--- src/rtl/fifo_pack_pkg.sv ---
// fifo_pack shared constants.
// Widths, default depth and the pad byte used by the flush path.
package fifo_pack_pkg;
  localparam int DEPTH  = 32;
  localparam int ADDR_W = 5;
  localparam int BYTE_W = 8;
  localparam int WORD_W = 16;
  localparam logic [BYTE_W-1:0] PAD_BYTE = 8'h00;
endpackage

--- src/rtl/fifo_pack_mem.sv ---
// fifo_pack word store: DEPTH x WORD_W array,
// one synchronous write port and one registered read port.
module fifo_pack_mem
  import fifo_pack_pkg::*;
#(
  parameter int DEPTH  = fifo_pack_pkg::DEPTH,
  parameter int ADDR_W = fifo_pack_pkg::ADDR_W
) (
  input  logic              clk,
  input  logic              rst,
  input  logic              we,
  input  logic [ADDR_W-1:0] waddr,
  input  logic [WORD_W-1:0] wdata,
  input  logic              re,
  input  logic [ADDR_W-1:0] raddr,
  output logic [WORD_W-1:0] rdata
);

  logic [WORD_W-1:0] mem [DEPTH];

  // word storage, deliberately not reset
  always_ff @(posedge clk) begin
    if (we) mem[waddr] <= wdata;
  end

  // registered read, holds when idle
  always_ff @(posedge clk) begin
    if (rst)     rdata <= '0;
    else if (re) rdata <= mem[raddr];
  end

endmodule

--- src/rtl/fifo_pack.sv ---
// Byte-to-word packing FIFO, low byte first, 32-word store.
// Optional macro FIFO_PACK_FLUSH_EN adds a flush port that pads a held byte.
module fifo_pack
  import fifo_pack_pkg::*;
#(
  parameter int DEPTH  = fifo_pack_pkg::DEPTH,
  parameter int ADDR_W = fifo_pack_pkg::ADDR_W
) (
  input  logic              clk,
  input  logic              rst,
  input  logic [BYTE_W-1:0] data_in,
  input  logic              input_valid,
  output logic              input_enable,
`ifdef FIFO_PACK_FLUSH_EN
  input  logic              flush,
`endif
  input  logic              output_enable,
  output logic              output_valid,
  output logic [WORD_W-1:0] data_out
);

  localparam logic [ADDR_W:0] FULL = (ADDR_W+1)'(DEPTH);

  logic              half;
  logic [BYTE_W-1:0] lo_byte;
  logic [ADDR_W-1:0] wr_ptr;
  logic [ADDR_W-1:0] rd_ptr;
  logic [ADDR_W:0]   count;

  logic              accept;
  logic              commit_byte;
  logic              flush_commit;
  logic              commit;
  logic              rd;
  logic [WORD_W-1:0] wdata;

  // a low byte is always taken; the high byte waits for space
  assign input_enable = !half || (count != FULL);
  assign output_valid = (count != '0);

  assign accept      = input_valid && input_enable;
  assign commit_byte = accept && half;
  assign rd          = output_enable && output_valid;

`ifdef FIFO_PACK_FLUSH_EN
  assign flush_commit = flush && half && !accept
                        && (count != FULL);
`else
  assign flush_commit = 1'b0;
`endif

  assign commit = commit_byte || flush_commit;
  assign wdata  = commit_byte ? {data_in, lo_byte}
                              : {PAD_BYTE, lo_byte};

  // half-word register, pointers and occupancy
  always_ff @(posedge clk) begin
    if (rst) begin
      half    <= 1'b0;
      lo_byte <= '0;
      wr_ptr  <= '0;
      rd_ptr  <= '0;
      count   <= '0;
    end else begin
      if (accept && !half) begin
        lo_byte <= data_in;
        half    <= 1'b1;
      end
      if (commit) begin
        half   <= 1'b0;
        wr_ptr <= wr_ptr + 1'b1;
      end
      if (rd) rd_ptr <= rd_ptr + 1'b1;
      case ({commit, rd})
        2'b10:   count <= count + 1'b1;
        2'b01:   count <= count - 1'b1;
        default: count <= count;
      endcase
    end
  end

  fifo_pack_mem #(
    .DEPTH (DEPTH),
    .ADDR_W(ADDR_W)
  ) u_mem (
    .clk  (clk),
    .rst  (rst),
    .we   (commit && !rst),
    .waddr(wr_ptr),
    .wdata(wdata),
    .re   (rd),
    .raddr(rd_ptr),
    .rdata(data_out)
  );

endmodule
--- config.mk ---
export PLATFORM = sky130hd
export DESIGN_NAME = fifo_pack
export DESIGN_NICKNAME = d
export VERILOG_FILES = /design/src/rtl/fifo_pack_pkg.sv /design/src/rtl/fifo_pack_mem.sv /design/src/rtl/fifo_pack.sv
export SDC_FILE = /design/constraint.sdc
export NUM_CORES = 1
export LEC_CHECK = 0
export CORE_MARGIN = 2
export CORE_UTILIZATION = 55
export CTS_BUF_LIST = sky130_fd_sc_hd__clkbuf_8
export DETAILED_ROUTE_END_ITERATION = 6
export GPL_ROUTABILITY_DRIVEN = 0
export PLACE_DENSITY = 0.68
export SYNTH_ARGS = -nofsm -noshare
export SYNTH_HDL_FRONTEND = slang
export SYNTH_SLANG_ARGS = --single-unit
export TNS_END_PERCENT = 20
--- constraint.sdc ---
create_clock -name clk -period 6.4 [get_ports clk]
set_clock_uncertainty 0.05 [all_clocks]
set_input_delay 1.28 -clock clk [delete_from_list [all_inputs] [get_ports clk]]
set_output_delay 1.28 -clock clk [all_outputs]
set_load 0.01 [all_outputs]
* Word level (Yosys, flattened, before mapping)
Memories as Yosys holds them, arrays and structs flattened. A register that Yosys moved wholly into a read port is not among the register bits.
Cells that the tools add are included.
** Operators by class
- Add/sub/neg operators :: 4
- Divide/modulo/power cells :: 0
- Bitwise logic cells :: 0
- Mux-type cells :: 4
- Multiply operators :: 0
- Shifts and indexed selects :: 0
- Reduce and logical (&&, ||, !) cells :: 11
- Equal/unequal tests :: 3
- $lt $le $gt $ge :: 0
** Operators with widths (number)
- 16-bit 2-to-1 mux :: 1
- 6-bit one-hot mux with 2 select lines :: 1
- 5-bit by 1-bit adder with 5-bit output (second input constant) :: 2
- 6-bit by 1-bit adder with 6-bit output (second input constant) :: 1
- 6-bit != test (second input constant) :: 1
- 6-bit nonzero test :: 1
- 6-bit by 1-bit subtractor with 6-bit output (second input constant) :: 1
- 1-bit logical AND :: 5
- 2-bit by 1-bit == test with 1-bit output (second input constant) :: 1
- 2-bit == test (second input constant) :: 1
- 1-bit zero test :: 2
- 1-bit 2-to-1 mux :: 2
- 2-bit nonzero test :: 1
- 2-bit OR reduction :: 1
- 1-bit logical OR :: 1
** Storage, ports and cells
- ROM bits :: 0
- Bits of input ports :: 12
- RAM bits :: 512
- Memories :: 1
- Register bits :: 25
- Latch bits :: 0
- Output and inout bits :: 18
** Memories
- u_mem.mem :: depth 32, bits a word 16, rd ports 1, clocked after memory_dff 1, write ports 1, RTL line fifo_pack_mem.sv:19 : logic [WORD_W-1:0] mem [DEPTH];

* Longest topological paths before layout
Gate-level depths: netlist of the first run.
- Word-level depth :: 7
- Gate-level depth with buffers :: 13

* Modules after synthesis
A second synthesis of the first run with hierarchy kept.
** Unflattened totals
- Cells, all modules :: 1288
- Area total of the unflattened synthesis :: 21797.2 sq um
** By module, submodules not included
- fifo_pack_mem :: times used 1, cells each 1146, area each 20538.4 sq um
- fifo_pack :: times used 1, cells each 142, area each 1258.7 sq um

* Worst setup path after synthesis of the first run
No wires, ideal clock.
- Kind :: in2reg
- From :: in input_valid
- To :: reg count[5]
- Required time :: 6.230 ns
- Setup slack :: 2.657 ns
- Stages on the path :: 11
- Library setup time :: 0.120 ns
- Arrival time :: 3.574 ns
- Path through :: o311a_1 > clkbuf_1 > clkbuf_1 > inv_1 > ha_1 > ha_1 > or4b_2 > a311o_1 > o211ai_1 > xnor2_1 > nor2_1
** Between the ends
- Word-level cells in the longest chain between the ends :: 4
- Elaborated cells on any way between the ends :: 6
** RTL lines
- from (decl) :: RTL line fifo_pack.sv:12 : input logic input_valid,
- 1-bit logical AND (*) :: RTL line fifo_pack.sv:41 : assign accept = input_valid && input_enable;
- 1-bit logical AND (*) :: RTL line fifo_pack.sv:42 : assign commit_byte = accept && half;
- 2-bit by 1-bit == test with 1-bit output / 2-bit == test (equally long branches) :: RTL line fifo_pack.sv:74 : case ({commit, rd})
- 6-bit one-hot mux with 2 select lines / 2-bit nonzero test (equally long branches)
- to (signal assigned) :: RTL line fifo_pack.sv:75 : 2'b10: count <= count + 1'b1;
- to (signal assigned) :: RTL line fifo_pack.sv:76 : 2'b01: count <= count - 1'b1;
- to (signal assigned) :: RTL line fifo_pack.sv:77 : default: count <= count;
- to (decl) :: RTL line fifo_pack.sv:28 : logic [ADDR_W:0] count;
Mark *: on every way between the ends. The rest lies on a longest branch, timed or not.
A chain may end at the register's enable or synchronous reset.

* Worst setup path in the final report of the first run
Same ends and word-level chain as after synthesis.

==> results of run 1 <==
==> how the worst max path moves through the flow <==
stage | startpoint | endpoint | slack [ns] | depth (start not counted)
6_report | input_valid | count[5] | 2.64 | 10
2_1_floorplan | input_valid | count[5] | 2.66 | 11
5_1_grt | input_valid | count[5] | 2.42 | 10
4_1_cts | input_valid | u_mem.mem[26][10] | 2.54 | 5
3_5_place_dp | input_valid | u_mem.mem[26][6] | 1.90 | 5
3_3_place_gp | input_valid | u_mem.mem[26][6] | 1.98 | 5
==> logic make-up (layout without fill, tap and decap cells) <==
| group | count (synthesis) | count (layout) | share of synthesized area, % |
|---|---|---|---|
| AO/OA/AOI/OAI | 126 | 126 | 4.49 |
| XOR/XNOR | 11 | 11 | 0.452 |
| adder cells (fa/ha/maj) | 11 | 11 | 0.680 |
| buffers and inverters | 76 | 249 | 1.59 |
| flip-flops | 553 | 553 | 75.9 |
| multiplexers | 185 | 185 | 13.4 |
| other | 0 | 1 | 0 |
| AND/OR/NAND/NOR | 165 | 165 | 3.52 |
==> power by group through the flow <==
stage	combinational [µW]	sequential, µW	clock, µW
4_1_cts	1100	4100	2740
6_report	1090	4100	2680
2_1_floorplan	747	4170	0
5_1_grt	1180	4100	2890
3_5_place_dp	1090	4170	0
3_3_place_gp	1080	4170	0
==> layout by cell type (no fill, tap or decap), types with 3 or more instances in the layout <==
master	Yosys	final
sky130_fd_sc_hd__nand4_1	4	4
sky130_fd_sc_hd__nand2_1	31	31
sky130_fd_sc_hd__or3b_2	3	3
sky130_fd_sc_hd__dfxtp_1	41	38
sky130_fd_sc_hd__edfxtp_1	512	512
sky130_fd_sc_hd__clkbuf_8	0	92
sky130_fd_sc_hd__nor2_2	1	3
sky130_fd_sc_hd__mux2i_1	105	105
sky130_fd_sc_hd__o2111ai_1	15	15
sky130_fd_sc_hd__mux4_2	80	80
sky130_fd_sc_hd__inv_1	7	37
sky130_fd_sc_hd__xor2_1	8	8
sky130_fd_sc_hd__clkdlybuf4s50_1	0	29
sky130_fd_sc_hd__nor2b_1	7	5
sky130_fd_sc_hd__clkinv_2	0	12
sky130_fd_sc_hd__o21ai_0	3	3
sky130_fd_sc_hd__o22ai_1	31	31
sky130_fd_sc_hd__or3_1	3	3
sky130_fd_sc_hd__a32o_1	16	16
sky130_fd_sc_hd__clkinvlp_4	0	3
sky130_fd_sc_hd__buf_4	1	53
sky130_fd_sc_hd__and2_1	9	9
sky130_fd_sc_hd__xnor2_1	3	3
sky130_fd_sc_hd__clkinv_1	0	20
sky130_fd_sc_hd__nor2_1	92	90
sky130_fd_sc_hd__a211oi_1	15	15
sky130_fd_sc_hd__nor3_1	3	3
sky130_fd_sc_hd__a22oi_1	32	32
sky130_fd_sc_hd__a21oi_1	4	4
sky130_fd_sc_hd__nand3b_1	4	4
sky130_fd_sc_hd__ha_1	10	10
==> registers in the layout, summed over array words and instances, names as in the netlist <==
signal       count
lo_byte          8
rd_ptr           5
wr_ptr           5
u_mem.rdata     16
count            6
u_mem.mem      512
half             1
==> metrics by stage <==
step,util [%],hold WS (ns)
global placement,58.2,0.423
detailed placement,58.2,0.417
finish,62.3,0.429
global route,62.3,0.449
CTS,62.3,0.431
floorplan,-,0.408
==> metal layers <==
metal	vias to the layer above	global-route usage [%]	routed length [µm]
met5	-	0	0
met4	0	8.54	1240
met3	72	4.74	3420
met2	449	34.0	21100
met1	5539	34.6	20100
li1	4776	-	-
==> critical path: cells and delay by family <==
family                   cells  cell delay (ns)
AO/OA/AOI/OAI                3             0.94
buffers and inverters        2             0.60
AND/OR/NAND/NOR              2             0.68
XOR/XNOR                     1             0.14
adder cells (fa/ha/maj)      2             0.57
==> area by class of cell <==
class / count / area share [%]
antenna: 1 / 0.0104
sequential: 553 / 67.6
clock buffer: 92 / 5.28
timing repair buffer: 83 / 2.95
tap: 518 / 2.70
multi-input combinational: 498 / 20.1
clock inverter: 67 / 1.29
inverter: 7 / 0.110
==> impl_results.rst, run 1 <==
.. list-table::
   :header-rows: 1

   * - Metric
     - Value
   * - Total internal power
     - approximately 5900 µW
   * - Clock tree from TritonCTS
     - built
   * - Type of the tightest min-delay check
     - register to register
   * - Post-synth net total
     - 1150
   * - Number of top-level pins
     - 30
   * - Post-Syn Instances
     - 1127
   * - Register bit count reported by yosys
     - 553
   * - Setup repair after global routing missed its margin
     - no
   * - Crit path launch type
     - primary input
   * - Pre-CTS setup slack
     - 1.90 ns
   * - Worst R2R End
     - count[4]
   * - Part of the power in registers
     - 52.1%
   * - Maximum ir drop on the vdd rail
     - ~0.00024 V
   * - Port Buffer Count
     - 29
   * - Count leader, synth
     - sky130_fd_sc_hd__edfxtp_1
   * - Origin of the critical flop-to-flop path
     - count[1]
   * - Timing-limited maximum frequency
     - 266 MHz
   * - Sequential cell area
     - 16200 µm²
   * - Vias in the first global route
     - ~11000
   * - Actual slew at the worst max-slew pin
     - between 1 and 1.5 ns
   * - # fillers
     - 2741
   * - Worst reg-to-reg setup slack
     - between 3 and 4 ns
   * - Finished layout cell area
     - approximately 24000 µm²
   * - Number of sinks handled by clock tree synthesis
     - 553
   * - Commonest cells post-synth
     - 512 x sky130_fd_sc_hd__edfxtp_1, 105 x sky130_fd_sc_hd__mux2i_1, 92 x sky130_fd_sc_hd__nor2_1
   * - Placed Cells incl. Taps
     - ~1700
   * - Ratio of routed vias to standard cells
     - between 5 and 6
   * - Pin count of the biggest net entering global routing
     - 97
   * - Count of antenna-violating nets left after detailed routing
     - 0
   * - Area added between synthesis and finish
     - 12.4%
   * - First DRT Iteration DRCs
     - 1139
   * - Die height
     - 201 µm
   * - Post-CTS Hold Fix Bufs
     - 0
   * - Final Max Slew Viols
     - 0
   * - Min cycle time layout
     - 3.76 ns
   * - Endpoints failing setup
     - 0
   * - Slowest cell on the critical path
     - sky130_fd_sc_hd__or4b_2
   * - Total via count after detailed routing
     - 10800
   * - Syn. warnings
     - 0
   * - Number of enable-type register cells in the synthesized netlist
     - 512
   * - HPWL reported at the end of detailed placement
     - approximately 26 mm
   * - Primary flip-flop cell chosen by synthesis mapping
     - sky130_fd_sc_hd__edfxtp_1
   * - Congestion Overflow GR
     - 0
   * - Power density over the cells
     - 328 nW/µm²
   * - Multi-input logic area
     - approximately 4800 µm²
   * - Count of standard-cell rows
     - 72
   * - Sum of routed wire length over all layers
     - ~46 mm
   * - Top area cells in the synthesized netlist
     - sky130_fd_sc_hd__edfxtp_1 72%, sky130_fd_sc_hd__mux4_2 8.4%, sky130_fd_sc_hd__mux2i_1 4.9%, sky130_fd_sc_hd__dfxtp_1 3.8%, sky130_fd_sc_hd__nor2_1 1.6%
   * - Type of destination of the critical path
     - register
   * - Antenna violations before repair
     - 0
   * - Die width
     - 201 µm
   * - Mean post-synth cell area
     - between 15 and 20 µm²
   * - Post-cts resize count
     - 0
   * - Cell type with the largest total area after synthesis
     - sky130_fd_sc_hd__edfxtp_1
   * - Cts bufs inserted
     - 86
   * - Part of the total power dissipated in combinational logic
     - 13.9%
   * - Worst-Skew Late Latency
     - between 0.6 and 0.7 ns
   * - Final cell count without fillers
     - 1819
   * - Static leakage
     - 0.00764 µW
   * - DR DRC count
     - 0
   * - Register area share after synthesis
     - 75.9%
   * - Initial core utilization
     - 55.5%
   * - Fraction of post-synthesis cell area in the top cell type by area
     - 72.1%
   * - Critical Path Max Stage Delay
     - about 0.63 ns
   * - Maxcap violations
     - 0
   * - Critical Path RT
     - 6.85 ns
   * - Series of cell instances along the critical path
     - clkdlybuf4s50_1 > o311a_1 > inv_1 > ha_1 > ha_1 > or4b_2 > a311o_1 > o211ai_1 > xnor2_1 > nor2_1
   * - Switching share of power
     - 25.1%
   * - Crit Path Class
     - primary input to register
   * - Count of distinct cell types in the synthesized netlist
     - 48
   * - Post-layout worst setup margin
     - 2.64 ns
   * - Pre-antenna DRT Iters
     - 5
   * - Cell occurring most often along the worst timing path
     - sky130_fd_sc_hd__ha_1
   * - Share of the clock period used by the worst path after layout
     - 58.8%
   * - Post-synthesis instance area
     - 21300 µm²
   * - Endpoint of the worst hold path
     - u_mem.rdata[2]
   * - Clk pwr share
     - 34.0%
   * - Outcome
     - completed
   * - Placed inst area
     - approximately 22000 µm²
   * - Share of synthesized flip-flops with an asynchronous set or reset
     - 0%
   * - Beginning of the worst hold path
     - u_mem.rdata[2]
   * - Crit path arrival time
     - 4.21 ns
   * - H-tree levels
     - 3
   * - Mean routed wirelength per cell
     - 25.2 µm
   * - Die Area
     - 40400 µm²
   * - Setup Fix Bufs, Post-CTS
     - 0
   * - Final setup TNS
     - 0 ns
   * - Worst-case reg-to-reg path depth
     - 11
   * - Number of cells on the worst hold path
     - 1
   * - Overall power consumption
     - 7860 µW
   * - Endpoints failing hold
     - 0
   * - Placeable core region
     - slightly below 40000 µm²
   * - Relative slew slack
     - between 10 and 15%
   * - Buffer depth of the longest clock path
     - 3
   * - Global-route wire length before repair
     - 68.2 mm
   * - CTS root buf
     - sky130_fd_sc_hd__clkbuf_8
   * - Worst Path Max Fanout
     - 17
   * - Clock transition time at the flip-flop clock pins of the worst setup and hold paths
     - around 0.060 ns
   * - Switching Power
     - 1970 µW
   * - Final layout net count
     - approximately 1300
   * - Fraction of layout instances using a drive strength above 1
     - 19.8%
   * - Tot GR Track Use
     - 23.1%
No activity file was read; power rests on OpenSTA's default activity.
==> run 2, diff against run 1 <==
==> constraint.sdc (replaced) <==
create_clock -name clk -period 3.7 [get_ports clk]
set_clock_uncertainty 0.05 [all_clocks]
set_input_delay 0.74 -clock clk [delete_from_list [all_inputs] [get_ports clk]]
set_output_delay 0.74 -clock clk [all_outputs]
set_load 0.01 [all_outputs]
==> run 2 against run 1 <==
Sequential share of layout area decreased by 0.48 points. Via count increased by 0.46%. Largest cell class unchanged. Critical path depth decreased by 7. Cell count increased by 0.99%. Hold slack improved by 0.0024 ns. Critical path type is now register to output pin.
==> impl_results.rst, run 2 (same netlist as run 1, synthesis figures left out) <==
.. list-table::
   :header-rows: 1

   * - Metric
     - Value
   * - Actual slew at the worst max-slew pin
     - 1.18 ns (-0.0980 ns)
   * - Type of the tightest min-delay check
     - register to register
   * - Type of destination of the critical path
     - output pin
   * - Clock tree from TritonCTS
     - built
   * - Critical Path Max Stage Delay
     - 0.57 ns (-0.06 ns)
   * - CTS root buf
     - sky130_fd_sc_hd__clkbuf_8
   * - Final layout net count
     - 1271 (+1.5%)
   * - Largest register FFs
     - 512 (unchanged)
   * - Critical Path RT
     - 2.91 ns (-3.94 ns)
   * - Logic depth of the worst setup path including buffers
     - 3 (-7)
   * - Die width
     - 201 µm (unchanged)
   * - H-tree levels
     - 3 (unchanged)
   * - Endpoints failing setup
     - 0 (unchanged)
   * - Final setup TNS
     - 0 ns (unchanged)
   * - Placed inst area
     - 22600 µm² (+0.74%)
   * - Registers with the most flip-flops
     - u_mem.mem: 512 flops, u_mem.rdata: 16 flops, lo_byte: 8 flops
   * - Cts bufs inserted
     - 86 (unchanged)
   * - Outcome
     - completed
   * - Launching instance or port of the critical path
     - count[1]
   * - Post-layout worst setup margin
     - 0.560 ns (-2.08 ns)
   * - Worst reg-to-reg setup slack
     - 0.56 ns (-2.46 ns)
   * - Area added between synthesis and finish
     - 13.2%
   * - Beginning of the worst hold path
     - u_mem.rdata[7]
   * - Series of cell instances along the critical path
     - or4_4 > or3_1 > clkdlybuf4s50_1
   * - Worst-Skew Late Latency
     - 0.64 ns (+0.02 ns)
   * - Critical Path Sink
     - output_valid
   * - Crit path arrival time
     - 2.35 ns (-1.86 ns)
   * - Power density over the cells
     - 567 nW/µm² (+73%)
   * - Post-cts resize count
     - 0 (unchanged)
   * - Pre-CTS setup slack
     - 0.328 ns (-1.57 ns)
   * - Number of sinks handled by clock tree synthesis
     - 553 (unchanged)
   * - Total via count after detailed routing
     - 10900 (+0.46%)
   * - Die height
     - 201 µm (unchanged)
   * - Dominant delay contributor by cell family on the critical path
     - simple AND/OR/NAND/NOR gates
   * - Metal1 wirelength
     - 19.5 mm (-3.2%)
   * - Final cell count without fillers
     - 1837 (+0.99%)
   * - Worst-case reg-to-reg path depth
     - 10 (-1)
   * - Maximum ir drop on the vdd rail
     - 0.000462 V (+92%)
   * - Timing-limited maximum frequency
     - ~320 MHz
   * - Static leakage
     - 0.00776 µW (+1.5%)
   * - Tot GR Track Use
     - 23.3% (+0.20 points)
   * - Most common cell after layout, fill and taps aside
     - sky130_fd_sc_hd__edfxtp_1
   * - Mean routed wirelength per cell
     - 25.2 µm (-0.20%)
   * - Number of top-level pins
     - 30 (unchanged)
   * - Crit path launch type
     - register
   * - Count of standard-cell rows
     - 72 (unchanged)
   * - Crit Path Class
     - register to output pin
   * - Setup repair after global routing missed its margin
     - no
   * - Pin count of the biggest net entering global routing
     - 59 (-39%)
   * - Min cycle time layout
     - roughly 3.1 ns
   * - Largest reg by FF count
     - u_mem.mem
   * - Top sig layer
     - met4
   * - Worst Path Max Fanout
     - 4 (-13)
   * - Sum of routed wire length over all layers
     - 46.2 mm (+0.78%)
   * - Worst R2R End
     - count[4]
   * - Buffering stage count on the worst path with inverters included
     - 1 (-1)
   * - First DRT Iteration DRCs
     - 1024 (-10%)
   * - Final Max Slew Viols
     - 0 (unchanged)
   * - DR DRC count
     - 0 (unchanged)
   * - Slowest cell on the critical path
     - sky130_fd_sc_hd__or4_4
   * - Buffer depth of the longest clock path
     - 3 (unchanged)
   * - Setup Fix Bufs, Post-CTS
     - 0 (unchanged)
   * - Maxcap violations
     - 0 (unchanged)
   * - Relative slew slack
     - 21.1% (+6.4 points)
   * - Post-CTS Hold Fix Bufs
     - 0 (unchanged)
   * - Share of the clock period used by the worst path after layout
     - 84.9%
   * - Met3 Routed Length
     - 3.67 mm (+7.2%)
   * - Ratio of routed vias to standard cells
     - 5.93 (-0.52%)
   * - Global-route wire length before repair
     - 68.6 mm (+0.55%)
   * - Antenna cells
     - 0 (-1)
   * - Routed met2 length
     - 21.8 mm (+3.4%)
   * - Placed Cells incl. Taps
     - 1678 (+1.1%)
   * - Fraction of layout instances using a drive strength above 1
     - 20.5% (+0.78 points)
   * - Clock transition time at the flip-flop clock pins of the worst setup and hold paths
     - 0.06 ns (about the same)
   * - HPWL reported at the end of detailed placement
     - 27.6 mm (+6.3%)
   * - Finished layout cell area
     - 24100 µm² (+0.71%)
   * - Antenna violations before repair
     - 0 (unchanged)
   * - Vias in the first global route
     - 11000 (+0.41%)
   * - Commonest non-fill, non-tap cells in the layout
     - 512 x sky130_fd_sc_hd__edfxtp_1, 105 x sky130_fd_sc_hd__mux2i_1, 93 x sky130_fd_sc_hd__clkbuf_8
   * - Minimum hold slack
     - 0.432 ns (+0.00242 ns)
   * - Congestion Overflow GR
     - 0 (unchanged)
   * - Die Area
     - 40400 µm² (unchanged)
   * - Placeable core region
     - 38500 µm² (unchanged)
   * - Initial core utilization
     - 55.5% (unchanged)
   * - Pre-antenna DRT Iters
     - 5 (unchanged)
   * - Count of antenna-violating nets left after detailed routing
     - 0 (unchanged)
   * - Endpoints failing hold
     - 0 (unchanged)
   * - Origin of the critical flop-to-flop path
     - count[1]
   * - Port Buffer Count
     - 29 (unchanged)
[run 2: cell types whose count changed in the layout (fill, tap and decap cells not counted), sizes merged]
cell	previous run	this run
buf	54	73
clkbuf	92	93
clkinv	32	24
clkinvlp	3	5
diode	1	0
inv	38	43
[run 2: layout make-up]
cell class | instances | area, µm²
fillers | 2737 | 14300
clock inverters | 66 | 305
multi-input cells | 498 | 4810
well taps | 518 | 648
flip-flops and latches | 553 | 16200
repair buffers | 102 | 876
clock buffers | 93 | 1280
inverters | 7 | 26.3
[run 2: how the worst min path moves through the flow]
stage,endpoint,slack [ns],cells past startpoint
finish,u_mem.rdata[7],0.43,1
global route,u_mem.rdata[7],0.46,1
CTS,u_mem.rdata[7],0.43,1
detailed placement,u_mem.rdata[7],0.42,1
global placement,u_mem.rdata[7],0.41,1
floorplan,count[4],0.41,2
[run 2: stage by stage]
step                      utilization (%)  power [µW]
final                                62.8       13700
after global routing                 62.8       14200
after CTS                            62.8       13800
after detailed placement             58.7        9170
after global placement               58.7        9130
after floorplan                         -        8500
[run 2: metal layers]
layer  vias up  GRT usage [%]
li1       4816              -
met1      5562           33.6
met2       447           35.7
met3        61           4.71
met4         0           8.86
met5         -              0
[run 2: power by group]
| part | internal, µW | switching [µW] |
|---|---|---|
| combinational | 896 | 1000 |
| sequential | 6960 | 169 |
| clock | 2390 | 2280 |
[run 2: worst reg2reg max path, stage by stage (launching register included)]
cell and delay, ns:
sky130_fd_sc_hd__dfxtp_1 0.34, sky130_fd_sc_hd__or4_4 0.57, sky130_fd_sc_hd__o311a_1 0.32, sky130_fd_sc_hd__inv_1 0.06
sky130_fd_sc_hd__ha_1 0.31, sky130_fd_sc_hd__ha_1 0.35, sky130_fd_sc_hd__nor2b_1 0.16, sky130_fd_sc_hd__o21a_1 0.18
sky130_fd_sc_hd__o21ai_0 0.13, sky130_fd_sc_hd__or3b_2 0.45, sky130_fd_sc_hd__a21oi_1 0.16
